<file path="src/rtl/sync_out_generator_pkg.sv">
// Shared types and constants for the SYNC_OUT transmit path.
// Holds the SYS_TIME width, the default period and the settings bundle
// that software hands to the generator.
package sync_out_generator_pkg;

  localparam int          SYS_TIME_WIDTH          = 57;
  localparam logic [15:0] SYNC_OUT_PERIOD_DEFAULT = 16'd10240;  // 500 us at 20.48 MHz
  localparam int          DEF_PERIOD_WIDTH        = 16;
  localparam int          DEF_PW_WIDTH            = 8;

  typedef struct packed {
    logic                        UPDATE;
    logic [SYS_TIME_WIDTH-1:0]   START_TIME;
    logic [DEF_PERIOD_WIDTH-1:0] PERIOD;
    logic [DEF_PW_WIDTH-1:0]     PULSE_WIDTH;
  } sync_out_settings_t;

  typedef enum logic [1:0] {
    S_IDLE    = 2'd0,
    S_ARMED   = 2'd1,
    S_CATCHUP = 2'd2
  } sync_out_state_t;

endpackage

</file>
<file path="src/rtl/sync_out_pulse_stretcher.sv">
// Width counter and SYNC_OUT register.
// A trigger loads max(WIDTH,1) and raises the output; the output falls when
// the counter runs down to zero. A retrigger while high reloads the counter,
// so back-to-back pulses merge. CLR truncates any active pulse.
module sync_out_pulse_stretcher #(
  parameter int PW_WIDTH = 8
) (
  input  logic                CLK,
  input  logic                RST,
  input  logic                TRIG,
  input  logic                CLR,
  input  logic [PW_WIDTH-1:0] WIDTH,
  output logic                SYNC_OUT
);

  logic [PW_WIDTH-1:0] r_cnt;
  logic                r_out;

  // Load on trigger, count down otherwise; clear and reset win over trigger.
  always_ff @(posedge CLK) begin
    if (RST || CLR) begin
      r_cnt <= '0;
      r_out <= 1'b0;
    end else if (TRIG) begin
      r_cnt <= (WIDTH == '0) ? PW_WIDTH'(1) : WIDTH;
      r_out <= 1'b1;
    end else if (r_cnt != '0) begin
      r_cnt <= r_cnt - PW_WIDTH'(1);
      r_out <= (r_cnt != PW_WIDTH'(1));
    end
  end

  assign SYNC_OUT = r_out;

endmodule

</file>
<file path="src/rtl/sync_out_generator.sv">
// Periodic SYNC_OUT pulse train aligned to programmed SYS_TIME instants.
// A scheduler FSM (IDLE / ARMED / CATCHUP) compares SYS_TIME against the next
// edge time with >= so that 2-tick jumps cannot skip an edge; when more than
// one period late it emits one pulse and then silently steps the schedule
// forward one period per cycle. PERIOD_WIDTH/PW_WIDTH must match the field
// widths of sync_out_settings_t.
// Optional build macro SYNC_OUT_MISS_CNT_EN adds a saturating MISS_CNT port
// counting edges skipped in CATCHUP.
module sync_out_generator
  import sync_out_generator_pkg::*;
#(
  parameter int PERIOD_WIDTH = DEF_PERIOD_WIDTH,
  parameter int PW_WIDTH     = DEF_PW_WIDTH
) (
  input  logic                      CLK,
  input  logic                      RST,
  input  sync_out_settings_t        SETTINGS,
  input  logic [SYS_TIME_WIDTH-1:0] SYS_TIME,
  output logic                      SYNC_OUT,
  output logic                      ARMED,
  output logic [31:0]               PULSE_CNT
`ifdef SYNC_OUT_MISS_CNT_EN
  ,
  output logic [15:0]               MISS_CNT
`endif
);

  sync_out_state_t           r_state, w_state_nxt;
  logic [SYS_TIME_WIDTH-1:0] r_next_time, w_next_time_nxt;
  logic [PERIOD_WIDTH-1:0]   r_period;
  logic [PW_WIDTH-1:0]       r_pw;
  logic [31:0]               r_pulse_cnt;
  logic [SYS_TIME_WIDTH-1:0] w_next_plus;
  logic                      w_trig;
  logic                      w_miss;

  assign w_next_plus = r_next_time + {{(SYS_TIME_WIDTH-PERIOD_WIDTH){1'b0}}, r_period};

  // Scheduler next-state: UPDATE overrides any edge match in the same cycle.
  always_comb begin
    w_state_nxt     = r_state;
    w_next_time_nxt = r_next_time;
    w_trig          = 1'b0;
    w_miss          = 1'b0;
    if (SETTINGS.UPDATE) begin
      w_state_nxt     = (SETTINGS.PERIOD == '0) ? S_IDLE : S_ARMED;
      w_next_time_nxt = SETTINGS.START_TIME;
    end else begin
      case (r_state)
        S_ARMED: begin
          if (SYS_TIME >= r_next_time) begin
            w_trig          = 1'b1;
            w_next_time_nxt = w_next_plus;
            if (w_next_plus <= SYS_TIME) w_state_nxt = S_CATCHUP;
          end
        end
        S_CATCHUP: begin
          w_next_time_nxt = w_next_plus;
          if (w_next_plus > SYS_TIME) w_state_nxt = S_ARMED;
          else                        w_miss      = 1'b1;
        end
        default: ;
      endcase
    end
  end

  // Scheduler state, edge time and latched settings.
  always_ff @(posedge CLK) begin
    if (RST) begin
      r_state     <= S_IDLE;
      r_next_time <= '0;
      r_period    <= '0;
      r_pw        <= '0;
      r_pulse_cnt <= '0;
    end else begin
      r_state     <= w_state_nxt;
      r_next_time <= w_next_time_nxt;
      if (SETTINGS.UPDATE) begin
        r_period    <= SETTINGS.PERIOD;
        r_pw        <= SETTINGS.PULSE_WIDTH;
        r_pulse_cnt <= '0;
      end else if (w_trig) begin
        r_pulse_cnt <= r_pulse_cnt + 32'd1;
      end
    end
  end

`ifdef SYNC_OUT_MISS_CNT_EN
  logic [15:0] r_miss_cnt;

  function automatic logic [15:0] sat_inc16(input logic [15:0] v);
    return (v == 16'hFFFF) ? v : v + 16'd1;
  endfunction

  // Skipped-edge counter, saturating, cleared by UPDATE.
  always_ff @(posedge CLK) begin
    if (RST || SETTINGS.UPDATE) r_miss_cnt <= '0;
    else if (w_miss)            r_miss_cnt <= sat_inc16(r_miss_cnt);
  end

  assign MISS_CNT = r_miss_cnt;
`else
  logic w_miss_unused;
  assign w_miss_unused = w_miss;
`endif

  sync_out_pulse_stretcher #(
    .PW_WIDTH (PW_WIDTH)
  ) u_stretcher (
    .CLK      (CLK),
    .RST      (RST),
    .TRIG     (w_trig),
    .CLR      (SETTINGS.UPDATE),
    .WIDTH    (r_pw),
    .SYNC_OUT (SYNC_OUT)
  );

  assign ARMED     = (r_state != S_IDLE);
  assign PULSE_CNT = r_pulse_cnt;

endmodule

</file>
<file path="config.mk">
export PLATFORM = sky130hd
export DESIGN_NAME = sync_out_generator
export DESIGN_NICKNAME = d
export VERILOG_FILES = /design/src/rtl/sync_out_generator_pkg.sv /design/src/rtl/sync_out_pulse_stretcher.sv /design/src/rtl/sync_out_generator.sv
export SDC_FILE = /design/constraint.sdc
export NUM_CORES = 1
export LEC_CHECK = 0
export ABC_AREA = 0
export ABC_CLOCK_PERIOD_IN_PS = 6400
export CORE_UTILIZATION = 60
export DETAILED_ROUTE_END_ITERATION = 6
export DONT_BUFFER_PORTS = 1
export PLACE_DENSITY = 0.76
export SYNTH_ARGS = -nofsm -noshare
export SYNTH_HDL_FRONTEND = slang
export SYNTH_SLANG_ARGS = --single-unit
</file>
<file path="constraint.sdc">
create_clock -name CLK -period 6.4 [get_ports CLK]
set_clock_uncertainty 0.15 [all_clocks]
set_input_delay 1.28 -clock CLK [delete_from_list [all_inputs] [get_ports CLK]]
set_output_delay 1.28 -clock CLK [all_outputs]
set_load 0.03 [all_outputs]
</file>
==> results of run 1 <==
==> per-stage QoR <==
| step | hold WS [ns] | std cells |
|---|---|---|
| 6_report | 0.336 | 1569 |
| 4_1_cts | 0.330 | 1566 |
| 3_3_place_gp | 0.308 | 1534 |
| 2_1_floorplan | 0.289 | 1354 |
| 3_5_place_dp | 0.317 | 1534 |
| 5_1_grt | 0.359 | 1568 |
==> worst paths after layout <==
kind                                            end  slack [ns]                         from  depth (start not counted)
setup / recovery            r_state[0]$_SDFFE_PP0P_        1.27  r_next_time[0]$_SDFFE_PP0P_                         19
hold / removal    u_stretcher.r_cnt[3]$_SDFFE_PP0P_        0.34         r_pw[3]$_SDFFE_PP0P_                          2
setup reg to reg            r_state[0]$_SDFFE_PP0P_        1.27  r_next_time[0]$_SDFFE_PP0P_                         19
hold reg to reg   u_stretcher.r_cnt[3]$_SDFFE_PP0P_        0.34         r_pw[3]$_SDFFE_PP0P_                          2
==> logic make-up (layout without fill, tap and decap cells) <==
family	Yosys count	count (layout)	share of synthesized area, %
XOR/XNOR	75	75	6.19
multiplexers	30	30	2.83
AO/OA/AOI/OAI	340	340	22.8
buffers and inverters	201	188	7.42
flip-flops	124	124	23.4
other	0	3	0
adder cells (fa/ha/maj)	134	134	15.9
AND/OR/NAND/NOR	450	450	21.5
==> cell type report <==
type | count | area (sq um)
fill | 1513 | 5940
multi-input combinational | 1029 | 7340
inverter | 148 | 556
sequential | 124 | 2480
clock buffer | 21 | 460
tap | 225 | 282
timing repair buffer | 8 | 72.6
antenna | 3 | 7.51
clock inverter | 11 | 156
==> routing by layer <==
metal | global-route usage, % | share of wire, % | up-vias
met5 | 0 | 0 | -
met4 | 14.6 | 3.1 | 0
met3 | 7.92 | 9.3 | 67
met2 | 55.1 | 46 | 487
met1 | 42.8 | 42 | 4760
li1 | - | - | 4922
==> report_power, final <==
| part | internal [mW] | total [mW] | switching, mW |
|---|---|---|---|
| combinational | 0.305 | 0.716 | 0.411 |
| sequential | 0.835 | 0.906 | 0.0712 |
| clock | 0.639 | 1.03 | 0.394 |
| total | 1.78 | 2.66 | 0.876 |
==> synth_stat cells, types with 5 or more instances <==
| library cell | number | area [sq um] |
|---|---|---|
| a32oi_1 | 5 | 43.8 |
| nand2_1 | 83 | 312 |
| and4_1 | 7 | 61.3 |
| nor2_1 | 114 | 428 |
| mux2i_1 | 30 | 300 |
| inv_1 | 146 | 548 |
| a41oi_1 | 5 | 43.8 |
| dfxtp_1 | 124 | 2480 |
| o21a_1 | 12 | 90.1 |
| and2_1 | 5 | 31.3 |
| ha_1 | 133 | 1660 |
| a311oi_1 | 21 | 184 |
| o31ai_1 | 10 | 75.1 |
| nor3_1 | 52 | 260 |
| xor2_1 | 9 | 78.8 |
| a2111oi_0 | 14 | 123 |
| clkbuf_1 | 38 | 143 |
| o21bai_1 | 5 | 37.5 |
| nor2b_1 | 5 | 31.3 |
| nand3_1 | 52 | 260 |
| and3_1 | 10 | 62.6 |
| o211ai_1 | 9 | 67.6 |
| o21ai_0 | 48 | 240 |
| buf_4 | 5 | 37.5 |
| a211oi_1 | 19 | 143 |
| nor4_1 | 14 | 87.6 |
| a21oi_1 | 83 | 415 |
| or4_1 | 18 | 135 |
| or3_1 | 20 | 125 |
| a21o_1 | 46 | 345 |
| xnor2_1 | 66 | 578 |
| a31oi_1 | 7 | 43.8 |
| nand4_1 | 48 | 300 |
==> sequential cells by signal, indices dropped and copies added, names as in the netlist <==
name and count:
r_next_time 57, r_period 16, r_pw 8, u_stretcher.SYNC_OUT 1
r_state 2, u_stretcher.r_cnt 8, PULSE_CNT 32
==> critical path, stage by stage, from the launching register on <==
cell and delay (ns):
dfxtp_1 0.33, ha_1 0.23, fa_1 0.41, a21oi_1 0.19
o2bb2ai_1 0.14, o31ai_2 0.65, a21oi_2 0.30, nand2_1 0.42
nor2_1 0.17, nand3_1 0.14, xnor2_1 0.07, ha_1 0.30
nand4_1 0.11, or3_1 0.41, nor2_1 0.24, nand4_1 0.19
o211a_1 0.16, a21oi_1 0.16, o211a_1 0.17, o21ai_0 0.08
==> flow_metrics.py, run 1 <==
metrics = {
    "hold_path": {
        "hold_class": "reg2reg",
    },
    "cts": {
        "cts_tree": "built",
        "clk_latency_ns": 0.44,
        "h-tree-depth": 4,
        "cts_resized": 0,
        "holdBufCountCts": 0,
        "cts.clk_slew.worst_paths_ns": 0.06,
        "cts_max_path_buffers": 2,
        "cts_made_buffers": 17,
        "cts_setup_buffers": 0,
        "root_buffer": "clkbuf_16",
        "cts_num_sinks": 124,
    },
    "route": {
        "first_iter_violations": 891,
        "viasPerCell": 6.52,
        "first_pass_iters": 6,
        "wl_per_cell_um": 19.5,
        "final_antenna_net_count": 0,
        "drcViolationCount": 0,
        "vias": 10200,
        "wl_um": 30600,
    },
    "yosys": {
        "syn_area_per_cell_sq_um": 7.84,
        "yosys_most_used_dff": "dfxtp_1",
        "synth_seq_cells": 124,
        "syn_area_sq_um": 10600,
        "netlist_instances": 1354,
        "synth.distinct_cells": 81,
        "ys_warn_count": 0,
        "async_flop_share_pct": 0,
        "synth_enable_flop_cells": 0,
        "synth.net_count": 1629,
        "yosysSeqAreaShare_pct": 23.4,
    },
    "setup_path": {
        "worstSetupEndpointType": "flop",
        "crit_fanout": 12,
        "path_class": "reg2reg",
        "start_kind": "flop",
        "cp_data_required_time_ns": 6.56,
        "arrival_ns": 5.29,
    },
    "grt": {
        "antenna_found_initial": 3,
        "grt_pass1_wl_um": 48300,
        "first_global_vias": 9558,
        "grt_usage_pct": 33.9,
        "grt_max_degree": 85,
        "gr-total-overflow": 0,
    },
    "sta": {
        "fin_ws_ns": 1.27,
        "period_share_pct": 80.2,
        "relSlewSlack_pct": 18.5,
        "drv_slew": 0,
        "worstMarginPinSlew_ns": 1.22,
        "finalSetupViolations": 0,
        "hold_viol": 0,
        "setup-tns-final_ns": 0,
        "post-route-min-period_ns": 5.13,
        "max_freq_mhz": 195,
        "rsz0062_at_grt": "false",
    },
    "cells_and_area": {
        "nets": 1603,
        "final_area_sq_um": 11400,
        "drive_above_1_share_pct": 4.92,
        "areaGrowthSynthToFinish_pct": 7.04,
        "post-route-util_pct": 65.7,
        "layout_common_cells": "inv_1 (146), ha_1 (133), dfxtp_1 (124)",
        "final_common_cell": "inv_1",
    },
    "floorplanning": {
        "die_h_um": 135,
        "start_util_pct": 61.3,
        "io_pins": 175,
        "die_area_sq_um": 18200,
        "placementRows": 48,
        "fp.dieW_um": 135,
        "core_area_sq_um": 17300,
    },
    "status": {
        "status": "finished, final reports clean",
    },
    "place": {
        "post-place-ws_ns": 1.38,
        "gp_congestion": 0.946,
        "io_buffers": 0,
        "dpl_cell_area_sq_um": 10700,
        "dp_hpwl_um": 23100,
    },
    "job": {
        "maxCapViolCount": 0,
    },
    "pwr": {
        "power.density_nw_per_um2": 234,
        "ir_drop_v": 0.000233,
        "p_leak_nw": 4.76,
        "finalPower_mw": 2.66,
    },
}
No activity file was read; power rests on OpenSTA's default activity.
==> run 2: changes to the inputs <==
--- a/config.mk
+++ b/config.mk
@@ -6,11 +6,11 @@
 export NUM_CORES = 1
 export LEC_CHECK = 0
 export ABC_AREA = 0
-export ABC_CLOCK_PERIOD_IN_PS = 6400
-export CORE_UTILIZATION = 60
+export ABC_CLOCK_PERIOD_IN_PS = 4200
+export CORE_UTILIZATION = 59
 export DETAILED_ROUTE_END_ITERATION = 6
 export DONT_BUFFER_PORTS = 1
-export PLACE_DENSITY = 0.76
+export PLACE_DENSITY = 0.78
 export SYNTH_ARGS = -nofsm -noshare
 export SYNTH_HDL_FRONTEND = slang
 export SYNTH_SLANG_ARGS = --single-unit
==> constraint.sdc (replaced) <==
create_clock -name CLK -period 4.2 [get_ports CLK]
set_clock_uncertainty 0.15 [all_clocks]
set_input_delay 0.84 -clock CLK [delete_from_list [all_inputs] [get_ports CLK]]
set_output_delay 0.84 -clock CLK [all_outputs]
set_load 0.03 [all_outputs]
==> run 2 against run 1 <==
Cell area is 11% higher. Power is 51% higher. Via count is 5.8% higher. Largest cell class unchanged. Clock power is 31% higher. Critical path type unchanged. Global-route usage is 1.2 points higher. Wire length is 9.9% higher. Fmax is 23% higher.
==> flow_metrics.py, run 2 (synthesized netlist as in run 1, its figures left out) <==
metrics = {
    "place": {
        "post-place-ws_ns": -0.273,
        "dp_hpwl_um": 24700,
        "dpl_cell_area_sq_um": 11600,
        "gp_congestion": 0.982,
        "io_buffers": 0,
    },
    "job": {
        "maxCapViolCount": 0,
    },
    "route": {
        "first_iter_violations": 936,
        "final_antenna_net_count": 0,
        "dr_wl_met2_um": 15700,
        "dr.max_layer_used": "met5",
        "dr_wl_met3_um": 2950,
        "first_pass_iters": 5,
        "vias": 10800,
        "wl_met1_um": 13600,
        "viasPerCell": 6.42,
        "drcViolationCount": 0,
        "wl_per_cell_um": 20.0,
        "wl_um": 33700,
    },
    "cells_and_area": {
        "top_register": "r_next_time",
        "nets": 1721,
        "final_area_sq_um": 12600,
        "areaGrowthSynthToFinish_pct": 18.6,
        "largest_reg_flops": 57,
        "final_common_cell": "inv_1",
        "layout_common_cells": "inv_1 (146), ha_1 (121), buf_4 (119)",
        "drive_above_1_share_pct": 16.2,
    },
    "floorplanning": {
        "io_pins": 175,
        "core_area_sq_um": 17400,
        "die_h_um": 136,
        "start_util_pct": 60.9,
        "placementRows": 48,
        "fp.dieW_um": 136,
        "die_area_sq_um": 18500,
    },
    "pwr": {
        "seqPwrFrac_pct": 34.3,
        "p_clk_share_pct": 33.6,
        "ir_drop_v": 0.000417,
        "power_switching_mw": 1.41,
        "p_int_mw": 2.60,
        "power.density_nw_per_um2": 318,
        "swShare_pct": 35.1,
        "comb_power_share_pct": 32.1,
        "p_leak_nw": 5.39,
    },
    "cts": {
        "cts_made_buffers": 17,
        "cts.clk_slew.worst_paths_ns": 0.06,
        "root_buffer": "clkbuf_16",
        "cts_num_sinks": 124,
        "clk_latency_ns": 0.44,
        "cts_max_path_buffers": 2,
        "cts_tree": "built",
        "h-tree-depth": 4,
        "holdBufCountCts": 0,
    },
    "grt": {
        "antenna_found_initial": 3,
        "grt_pass1_wl_um": 50800,
        "gr-total-overflow": 0,
        "grt_usage_pct": 35.1,
        "first_global_vias": 10300,
        "grt_max_degree": 85,
    },
    "setup_path": {
        "crit_fanout": 5,
        "cp_data_required_time_ns": 4.35,
        "start_kind": "flop",
        "arrival_ns": 4.31,
        "worstSetupEndpointType": "flop",
        "path_class": "reg2reg",
    },
    "sta": {
        "worstMarginPinSlew_ns": 1.07,
        "relSlewSlack_pct": 28.4,
        "fin_ws_ns": 0.0454,
        "max_freq_mhz": 241,
        "rsz0062_at_grt": "true",
        "drv_slew": 0,
        "finalSetupViolations": 0,
        "period_share_pct": 98.9,
        "post-route-min-period_ns": 4.15,
        "hold_viol": 0,
    },
    "status": {
        "status": "finished, final reports clean",
    },
    "hold_path": {
        "hold_class": "in2reg",
    },
}
[run 2: cell types whose count changed in the layout (fill, tap and decap cells not counted), moves of 4 or more]
cell     previous run  this run
buf_4               7       119
ha_1              133       121
ha_4                0        11
dfxtp_1           124       115
dfxtp_2             0         8
a21oi_1            83        77
a21oi_2             2         7
nor3_1             52        48
[run 2: per-layer routing]
metal | up-vias | GRT usage [%]
li1 | 5133 | -
met1 | 5041 | 42.0
met2 | 537 | 59.1
met3 | 113 | 8.50
met4 | 2 | 15.5
met5 | - | 0
[run 2: path summary, 6_finish.rpt]
check / cells past startpoint / to / from / slack, ns
setup reg to reg: 16 / r_state[1]$_SDFFE_PP0P_ / r_period[4]$_SDFFE_PP0P_ / 0.05
hold / removal: 1 / r_next_time[38]$_SDFFE_PP0P_ / RST / 0.32
hold reg to reg: 2 / u_stretcher.r_cnt[7]$_SDFFE_PP0P_ / r_pw[7]$_SDFFE_PP0P_ / 0.33
setup / recovery: 16 / r_state[1]$_SDFFE_PP0P_ / r_period[4]$_SDFFE_PP0P_ / 0.05
[run 2: final cells by class]
cell class                 instances  area, sq um
multi-input combinational       1029         7710
fill                            1359         4830
sequential                       124         2500
timing repair buffer             126         1010
inverter                         148          556
clock buffer                      19          433
tap                              225          282
clock inverter                    12         91.3
antenna                            2         5.00
[run 2: stage by stage]
step	hold WS [ns]	utilization, %	power [mW]	TNS (ns)	cells
after detailed placement	0.320	66.4	2.56	-0.513	1638
after global placement	0.315	66.4	2.53	-0.307	1638
final	0.321	72.2	4.01	0	1685
after CTS	0.323	70.1	3.92	0	1670
after global routing	0.315	72.2	4.20	-0.158	1685
after floorplan	0.289	-	2.25	0	1354
[run 2: power by group through the flow]
| stage | Combinational (mW) | Sequential [mW] | Clock (mW) |
|---|---|---|---|
| finish | 1.29 | 1.37 | 1.35 |
| CTS | 1.21 | 1.36 | 1.35 |
| global placement | 1.15 | 1.38 | 0 |
| detailed placement | 1.17 | 1.38 | 0 |
| floorplan | 0.883 | 1.37 | 0 |
| global route | 1.42 | 1.38 | 1.40 |
[run 2: repair_timing]
action,in CTS,in global routing
pin swaps,1,37
resized for setup,17,55
setup endpoints to repair,2,2
setup buffers,1,13
[run 2: worst max-delay path, stage by stage (launching register included)]
cell and delay [ns]:
dfxtp_1 0.34, ha_4 0.30, a21o_1 0.15, a31o_2 0.18, o211ai_1 0.17, a211oi_2 0.45
o21ai_0 0.22, a21boi_0 0.32, nor2_1 0.10, ha_1 0.30, nand4_1 0.14, or3_4 0.37
o21ai_0 0.20, o21bai_1 0.18, o2111ai_1 0.21, o211ai_1 0.14, a21oi_1 0.08
==> run 3: changes to the inputs <==
--- a/config.mk
+++ b/config.mk
@@ -7,6 +7,7 @@
 export LEC_CHECK = 0
 export ABC_AREA = 0
 export ABC_CLOCK_PERIOD_IN_PS = 4200
+export CORE_ASPECT_RATIO = 0.7
 export CORE_UTILIZATION = 59
 export DETAILED_ROUTE_END_ITERATION = 6
 export DONT_BUFFER_PORTS = 1
==> run 3 against run 2 <==
The run now ends with design-rule violations left. Worst setup slack lost 0.020 ns. Wire length grew 4.8%. Sequential cell count is the same. Sequential power is essentially flat. First-iteration DRC count grew 55%. Critical path depth grew 2. Clock power grew 15%. Combinational power is essentially flat. Utilization grew 0.78 points. Fmax shrank 0.48%. Hold slack lost 0.0060 ns. Via count grew 1.8%. Largest cell class unchanged.
==> flow_metrics.py, run 3 (synthesized netlist as in run 1, its figures left out) <==
metrics = {
    "pwr": {
        "p_int_mw": 2.73,
        "power.density_nw_per_um2": 332,
        "comb_power_share_pct": 30.5,
        "p_clk_share_pct": 36.8,
        "power_switching_mw": 1.49,
        "p_leak_nw": 5.44,
        "swShare_pct": 35.3,
        "seqPwrFrac_pct": 32.7,
        "ir_drop_v": 0.000196,
    },
    "hold_path": {
        "hold_class": "in2reg",
    },
    "sta": {
        "drv_slew": 0,
        "rsz0062_at_grt": "true",
        "max_freq_mhz": 240,
        "post-route-min-period_ns": 4.17,
        "period_share_pct": 99.4,
        "setup-tns-final_ns": 0,
        "whs_ns": 0.315,
        "fin_ws_ns": 0.0255,
        "finalSetupViolations": 0,
        "hold_viol": 0,
        "worstMarginPinSlew_ns": 0.814,
        "relSlewSlack_pct": 45.7,
    },
    "setup_path": {
        "worstSetupEndpointType": "flop",
        "path_class": "reg2reg",
        "critPathMaxStageDelay_ns": 0.36,
        "cp_data_required_time_ns": 4.41,
        "path_cells": "ha_4, a21o_1, a31o_2, o211ai_1, a211oi_2, buf_4, buf_4, o211ai_1, xnor2_1, ha_1, nand4_1, or2_4, nor3_4, nand4_1, o211a_1, a21oi_4, o211ai_1, a21oi_1",
        "start_kind": "flop",
        "crit_top_cell": "o211ai_1",
        "crit_fanout": 5,
        "arrival_ns": 4.39,
        "crit_slowest_cell": "dfxtp_4",
    },
    "status": {
        "status": "finished with violations",
        "violations": "design-rule violations",
    },
    "cells_and_area": {
        "top_register": "r_next_time",
        "regArea_sq_um": 2490,
        "nFillCells": 1318,
        "largest_reg_flops": 57,
        "multi_input_area_sq_um": 7780,
        "post-route-util_pct": 73.0,
        "nets": 1713,
        "layout_common_cells": "inv_1 (146), ha_1 (121), dfxtp_1 (118)",
        "drive_above_1_share_pct": 16.3,
        "final_common_cell": "inv_1",
        "areaGrowthSynthToFinish_pct": 19.5,
    },
    "place": {
        "gp_congestion": 0.982,
        "dp_hpwl_um": 25800,
        "io_buffers": 0,
        "post-place-ws_ns": -0.241,
    },
    "cts": {
        "cts_num_sinks": 124,
        "clk_latency_ns": 0.44,
        "cts_tree": "built",
        "cts_made_buffers": 17,
        "root_buffer": "clkbuf_16",
        "cts.clk_slew.worst_paths_ns": 0.06,
        "h-tree-depth": 4,
        "cts_max_path_buffers": 2,
    },
    "floorplanning": {
        "core_area_sq_um": 17400,
        "die_area_sq_um": 18500,
        "io_pins": 175,
        "start_util_pct": 61.1,
        "fp.dieW_um": 162,
        "placementRows": 40,
        "die_h_um": 114,
    },
    "route": {
        "viasPerCell": 6.55,
        "wl_per_cell_um": 21.0,
        "first_pass_iters": 7,
        "first_iter_violations": 1454,
        "final_antenna_net_count": 0,
        "vias": 11000,
        "wl_um": 35300,
        "drcViolationCount": 1,
    },
    "grt": {
        "grt_pass1_wl_um": 53500,
        "grt_max_degree": 85,
        "first_global_vias": 10200,
        "grt_usage_pct": 37.0,
        "antenna_found_initial": 0,
        "gr-total-overflow": 0,
    },
    "job": {
        "maxCapViolCount": 0,
    },
}
## run 3: cell count changes in the layout (fill, tap and decap cells not counted), moves of 3 or more
cell	before	now
inv_6	3	9
buf_4	119	108
buf_6	3	6
dfxtp_1	115	118
clkinv_4	4	0
dfxtp_2	8	4
## run 3: path summary, 6_finish.rpt
kind / end / cells past startpoint / slack, ns / startpoint
setup reg to reg: r_state[1]$_SDFFE_PP0P_ / 18 / 0.03 / r_next_time[4]$_SDFFE_PP0P_
hold reg to reg: u_stretcher.r_cnt[6]$_SDFFE_PP0P_ / 2 / 0.34 / r_pw[6]$_SDFFE_PP0P_
setup / recovery: r_state[1]$_SDFFE_PP0P_ / 18 / 0.03 / r_next_time[4]$_SDFFE_PP0P_
hold / removal: r_next_time[41]$_SDFFE_PP0P_ / 1 / 0.31 / RST
## run 3: critical path: cells and delay by family, from the launching register on
family / cells / cell delay [ns]
flops: 1 / 0.36
simple gates: 4 / 0.80
compound gates: 9 / 1.78
xor+xnor: 1 / 0.12
fa+ha+maj: 2 / 0.56
buf+inv: 2 / 0.32
## run 3: area by class of cell
type,count,area share [%]
sequential,124,19.7
clock buffer,17,3.35
clock inverter,15,1.37
multi-input combinational,1029,61.4
tap,231,2.28
timing repair buffer,118,7.56
antenna,1,0.0197
inverter,148,4.38
## run 3: power by group through the flow
stage	registers [mW]	clock network (mW)	logic, mW
finish	1.38	1.55	1.28
global route	1.39	1.60	1.40
CTS	1.37	1.55	1.20
detailed placement	1.39	0	1.16
global placement	1.38	0	1.13
floorplan	1.37	0	0.883
## run 3: stage by stage
step | cell area, sq um | total power, mW | instances
after floorplan | 10600 | 2.25 | 1354
after global placement | 11500 | 2.51 | 1635
after detailed placement | 11500 | 2.54 | 1635
after CTS | 12200 | 4.12 | 1668
after global routing | 12700 | 4.39 | 1682
final | 12700 | 4.21 | 1683
## run 3: routing by layer
metal	GRT usage, %	vias to the layer above	wire length (um)
li1	-	5154	-
met1	49.6	5122	14900
met2	55.1	635	15000
met3	12.7	115	4250
met4	12.7	0	1170
met5	0	-	0
## run 3: timing repair
action,4_1_cts,5_1_grt
setup endpoints to repair,2,2
pin swaps,3,42
buffers inserted,1,14
gates resized for setup,24,66
hold buffers,0,0
gates cloned,0,0
